File: src/rtl/clk_gate_ctrl.sv
// clk_gate_ctrl: idle-detect / wake-up controller for a clk_gate_p cell.
// Runs on the free-running clock; every output is a flop.
module clk_gate_ctrl #(
  parameter int IDLE_W      = 8,
  parameter int WAKE_CYCLES = 2
) (
  input  logic              clk,
  input  logic              rst_n,
  input  logic              busy,
  input  logic              wake_req,
  input  logic              force_on,
  input  logic [IDLE_W-1:0] cfg_idle_thresh,
  input  logic              stat_clr,
  output logic              gate_en,
  output logic              wake_ack,
  output logic [1:0]        state,
  output logic [15:0]       off_cnt
);

  typedef enum logic [1:0] {
    RUN  = 2'd0,
    IDLE = 2'd1,
    OFF  = 2'd2,
    WAKE = 2'd3
  } state_t;

  localparam int WCW =
    (WAKE_CYCLES > 0) ? $clog2(WAKE_CYCLES + 1) : 1;
  localparam logic [WCW-1:0] WAKE_LD = WCW'(WAKE_CYCLES);
  localparam state_t RST_ST =
    (WAKE_CYCLES == 0) ? RUN : WAKE;
  localparam logic RST_ACK = (WAKE_CYCLES == 0);

  state_t            state_q, state_d;
  logic [IDLE_W-1:0] idle_q, idle_d;
  logic [WCW-1:0]    wake_q, wake_d;
  logic [15:0]       off_q, off_d;
  logic              gate_q, ack_q;
  logic              active;

  assign active = busy | wake_req | force_on;

  always_comb begin
    state_d = state_q;
    idle_d  = idle_q;
    wake_d  = wake_q;
    unique case (state_q)
      RUN: begin
        if (!active) begin
          if (cfg_idle_thresh == '0) begin
            state_d = OFF;
          end else begin
            state_d = IDLE;
            idle_d  = cfg_idle_thresh;
          end
        end
      end
      IDLE: begin
        if (active) begin
          state_d = RUN;
          idle_d  = '0;
        end else if (idle_q == IDLE_W'(1)) begin
          state_d = OFF;
          idle_d  = '0;
        end else begin
          idle_d = idle_q - IDLE_W'(1);
        end
      end
      OFF: begin
        if (active) begin
          if (WAKE_CYCLES == 0) begin
            state_d = RUN;
          end else begin
            state_d = WAKE;
            wake_d  = WAKE_LD;
          end
        end
      end
      WAKE: begin
        // wake runs to completion even if active drops
        if (wake_q <= WCW'(1)) begin
          state_d = RUN;
        end else begin
          wake_d = wake_q - WCW'(1);
        end
      end
      default: state_d = RST_ST;
    endcase
  end

  always_comb begin
    off_d = off_q;
    if (stat_clr) begin
      off_d = '0;
    end else if (state_q == OFF && off_q != 16'hFFFF) begin
      off_d = off_q + 16'd1;
    end
  end

  always_ff @(posedge clk) begin
    if (!rst_n) begin
      state_q <= RST_ST;
      idle_q  <= '0;
      wake_q  <= WAKE_LD;
      off_q   <= '0;
      gate_q  <= 1'b1;
      ack_q   <= RST_ACK;
    end else begin
      state_q <= state_d;
      idle_q  <= idle_d;
      wake_q  <= wake_d;
      off_q   <= off_d;
      gate_q  <= (state_d != OFF);
      ack_q   <= (state_d == RUN) || (state_d == IDLE);
    end
  end

  assign gate_en  = gate_q;
  assign wake_ack = ack_q;
  assign state    = state_q;
  assign off_cnt  = off_q;

endmodule

File: config.mk
export PLATFORM = sky130hd
export DESIGN_NAME = clk_gate_ctrl
export DESIGN_NICKNAME = d
export VERILOG_FILES = /design/src/rtl/clk_gate_ctrl.sv
export SDC_FILE = /design/constraint.sdc
export NUM_CORES = 1
export LEC_CHECK = 0
export CAP_MARGIN = 10
export CORE_MARGIN = 4
export CORE_UTILIZATION = 45
export DETAILED_ROUTE_END_ITERATION = 8
export GPL_ROUTABILITY_DRIVEN = 0
export PLACE_DENSITY = 0.72
export SYNTH_ARGS = -nofsm -noshare
export SYNTH_HDL_FRONTEND = slang
export SYNTH_SLANG_ARGS = --single-unit
File: constraint.sdc
create_clock -name clk -period 2.15 [get_ports clk]
set_input_delay 0.215 -clock clk [delete_from_list [all_inputs] [get_ports clk]]
set_output_delay 0.215 -clock clk [all_outputs]
set_load 0.05 [all_outputs]
# --- Word-level counts from Yosys, hierarchy flattened ---
# Index checks and enable logic that the tools add are counted.
totals:
  reg_bits: 30
  latch_bits: 0
  mem_bits_rw: 0
  rom_bits: 0
  in_bits: 14
  out_inout_bits: 20
  elab_cells: 49
  n_memories: 0
classes:
  addsub: 3
  multipliers: 0
  n_div: 0
  n_lt_le_gt_ge: 1
  n_eq_ne: 11
  n_shift: 0
  muxes: 15
  n_bitwise: 3
  reduce_logical: 10
ops:
  columns: ["op", "n"]
  rows:
  - ["8-bit 2-to-1 mux", 4]
  - ["16-bit by 1-bit adder with 16-bit output, second input constant", 1]
  - ["2-bit 2-to-1 mux", 8]
  - ["16-bit != test, second input constant", 1]
  - ["8-bit case mux with 2 select lines", 1]
  - ["2-bit != test, second input constant", 5]
  - ["8-bit by 1-bit == test with 1-bit output, second input constant", 1]
  - ["8-bit zero test", 1]
  - ["2-bit case mux with 4 select lines", 1]
  - ["8-bit by 1-bit subtractor with 8-bit output, second input constant", 1]
  - ["3-bit AND reduction", 2]
  - ["2-bit by 1-bit == test with 1-bit output, second input constant", 2]
  - ["2-bit == test, second input constant", 2]
  - ["2-bit zero test", 2]
  - ["2-bit case mux with 2 select lines", 1]
  - ["2-bit nonzero test", 2]
  - ["2-bit by 1-bit less-or-equal comparator with 1-bit output, second input constant", 1]
  - ["1-bit OR", 2]
  - ["2-bit OR reduction", 1]
  - ["2-bit by 1-bit subtractor with 2-bit output, second input constant", 1]
  - ["1-bit logical AND", 1]
  - ["1-bit logical OR", 1]
  - ["1-bit NOT", 1]

# --- Longest topological paths before layout ---
logic_depth:
  depth_word: 6
  ltp_mapped: 7

# --- Least setup slack after synthesis ---
# No wires, ideal clock.
synth_timing:
  path_type: "register to register"
  start: "register off_q[0] (netlist: off_cnt[0])"
  end: "register off_q[9] (netlist: off_cnt[9])"
  t_arrival_ps: 1958
  required_ps: 2035
  slack_ps: 77
  stages_incl_launch_ff: 7
  n_path_buf: 0
  synth_period_minus_slack_ps: 2073
  cell_sequence: "dfxtp_1 > ha_1 > nand4_1 > nor3_2 > a211o_1 > nor3_1 > o21ba_1"
synth_between:
  elab_chain_cells: 2
  word_cells_on_any_way: 3
  cone_classes: "add/sub (1); eq/ne (1); reduce/logical (1)"
synth_lines:
  columns: ["item", "line_no", "source"]
  rows:
  - ["start: declaration", "37", "logic [15:0] off_q, off_d;"]
  - ["start signal: assignment", "105", "off_q <= '0;"]
  - ["start signal: assignment", "112", "off_q <= off_d;"]
  - ["parallel branches: the longest is 2 deep, another holds 16-bit by 1-bit adder with 16-bit output", null, null]
# Several ways; the timed one is not identified.
# A chain may end at the register's enable or synchronous reset.

# --- Final worst setup path ---
layout_timing:
  start: "register state_q[1] (netlist: state[1])"
  end: "output state[1]"
layout_rtl:
  columns: ["item", "line_no", "source"]
  rows:
  - ["start: declaration", "34", "state_t state_q, state_d;"]
  - ["start signal: assignment", "109", "state_q <= state_d;"]
  - ["end: declaration", "16", "output logic [1:0] state,"]
# No word-level cell between the ends.

==> flow_summary.toml <==
[timing]
relSlewSlack = 0.6323
tightest_slew_ps = 551.5
finalSetupTns_ps = 0
timing.final.hold_violations = 0
grt_setup_unrepaired = "false"
period_needed_ps = 2022
fin_skew_ps = 7.279
fin_hold_ws_ps = 500.4
setup_viol = 0
fmax_mhz = 494.7
drv_slew = 0
worst_slack_ps = 128.5
finalCritPeriodShare = 0.9402

[finish]
layout-drive-gt1-share = 0.1088
finalNetCount = 256
antenna_cells = 0
syn2layout_area_growth_pct = 27.85
final_common_cell = "clkdlybuf4s50_1"
post-route-util = 0.5977
fill_cells = 341
final_cell_mix = "33 x clkdlybuf4s50_1, 30 x dfxtp_1, 23 x nor2_1"

[worst_setup_path]
critPathRequiredTime_ps = 1930
cpPeakStageDelay_ps = 900
cp_slowest_cell = "clkdlybuf4s50_1"
crit_path_start_kind = "register"
critical_path_class = "reg2out"
cp_cell_sequence = "clkdlybuf4s50_1"
cp_top_family = "buffers and inverters"
cp.arrival_ps = 1810
worst-path-buf-inv = 1
crit_fanout = 14
cp-end-kind = "output port"

[detailed_routing]
vias_per_cell = 5.582
wl_mm = 4.041
dr.pass1.iters = 5
drcViolationCount = 0
vias = 1602
antenna_left = 0
wire_per_inst_um = 14.08
drtIter0Drc = 104

[synth]
yosys.area.top_type_share = 0.3509
syn_area_um2 = 1712
synth_nets = 218
ys_ff_latch = 30
ys_seq_area_frac = 0.3509
synth_cells = 200
yosys-top-cells-area = "dfxtp_1 35%, xnor2_1 5.1%, nor2_1 5.0%"
synth_area_per_cell_um2 = 8.558
synth_cell_type_count = 60
synth_flop_cell = "dfxtp_1"
async_flop_share = 0
yosys.area.top_type = "dfxtp_1"
synth_edf_count = 0
yosys_warnings = 0

[clocking]
clock-root-buffer = "clkbuf_8"
hold_buffers = 0
cts_tree = "built"
cts_setup_buffers = 0
clock_path_buffers = 2
htreeDepth = 2
cts_made_buffers = 5
cts.sinks = 30
clk_pin_slew_worst_paths_ps = 70
cts_resized = 0
clk_latency_ps = 280

[global_routing]
antenna_found_initial = 0
grt_max_degree = 17
grt.total_usage = 0.1671
overflow = 0
grt_pass1_wl_mm = 6.561
grt_pass1_vias = 1397

[place]
hpwl_mm = 3.034
dp_slack_ps = 18.35
portBuffers = 33

[floorplan]
start_util = 0.4675
die_area_um2 = 4855
placementRows = 22
die_h_um = 69.68
die_w_um = 69.68
coreArea_um2 = 3661
ios = 34

[status]
status = "finished, final reports clean"

[hold_path]
worstHoldPathType = "in2reg"

[job]
cap_violations = 0

[power]
ir_worst_vdd_uv = 456.8
power.density_nw_per_um2 = 964.7
leakage_nw = 0.7320
report_power, final:
group | internal [mW] | switching, mW | leakage, nW
Combinational | 0.346 | 0.513 | 0.440
Clock | 0.258 | 0.214 | 0.0482
Sequential | 0.651 | 0.129 | 0.244
Total | 1.26 | 0.856 | 0.732
cells in the mapped netlist, drive strengths merged (2+ instances only):
cell and count:
dfxtp 30, nor2 23, a21oi 17, o21ai 11, nand2 10, xnor2 10, inv 8, nand3 8
nor3 8, nand4 6, nor4 6, clkbuf 5, ha 4, nand2b 4, a211oi 3, and4 3
o31ai 3, or2 3, a2111oi 2, a21o 2, mux2i 2, nor2b 2, nor3b 2, o221ai 2
o22ai 2, or3 2, or4 2, xor2 2
final cells by class:
| class | count | area (µm²) | area share |
|---|---|---|---|
| multi-input combinational | 155 | 1042 | 0.4763 |
| sequential | 30 | 600.6 | 0.2744 |
| timing repair buffer | 37 | 360.3 | 0.1647 |
| clock buffer | 7 | 86.33 | 0.03945 |
| tap | 48 | 60.06 | 0.02744 |
| inverter | 9 | 33.78 | 0.01544 |
| clock inverter | 1 | 5.005 | 0.002287 |
per-stage QoR:
| stage | power, mW | cell area, µm² | instances |
|---|---|---|---|
| 6_report | 2.111 | 2188 | 287 |
| 5_1_grt | 2.235 | 2188 | 287 |
| 4_1_cts | 2.118 | 2188 | 287 |
| 3_5_place_dp | 1.636 | 2097 | 279 |
| 3_3_place_gp | 1.630 | 2097 | 279 |
| 2_1_floorplan | 1.409 | 1712 | 200 |
final timing paths:
| kind | startpoint | to | slack [ps] | cells past startpoint |
|---|---|---|---|---|
| worst min-delay path | rst_n | wake_q[1] | 500 | 2 |
| worst min register to register | idle_q[7] | idle_q[7] | 500 | 2 |
| worst max register to register | idle_q[0] | gate_en | 160 | 6 |
| worst max-delay path | state[1] | state[1] | 130 | 1 |
cells by family after synthesis:
logic type      Yosys count  share of synthesized area
simple gates             84                     0.2902
fa+ha+maj                 4                    0.02924
flops                    30                     0.3509
mux                       2                    0.01170
xor+xnor                 12                    0.06140
buf+inv                  15                    0.04020
compound gates           53                     0.2164
flip-flops by register name (all words and copies together), names as in the netlist:
register,cells
wake_ack,1
wake_q,2
off_cnt,16
gate_en,1
idle_q,8
state,2
worst register-to-register path, cell delays in order (launching register included):
cell and delay, ps:
dfxtp_1 450, ha_1 210, or3b_2 510, or2_4 270, nand2_2 90, a41oi_2 120, or2_1 230
metal layers:
| layer | share of wire | GRT usage |
|---|---|---|
| met1 | 0.46 | 0.2231 |
| met2 | 0.47 | 0.2553 |
| met3 | 0.061 | 0.04638 |
| met4 | 0.010 | 0.06383 |
| met5 | 0 | 0 |
Note: power is estimated with default switching activity, not from simulation.
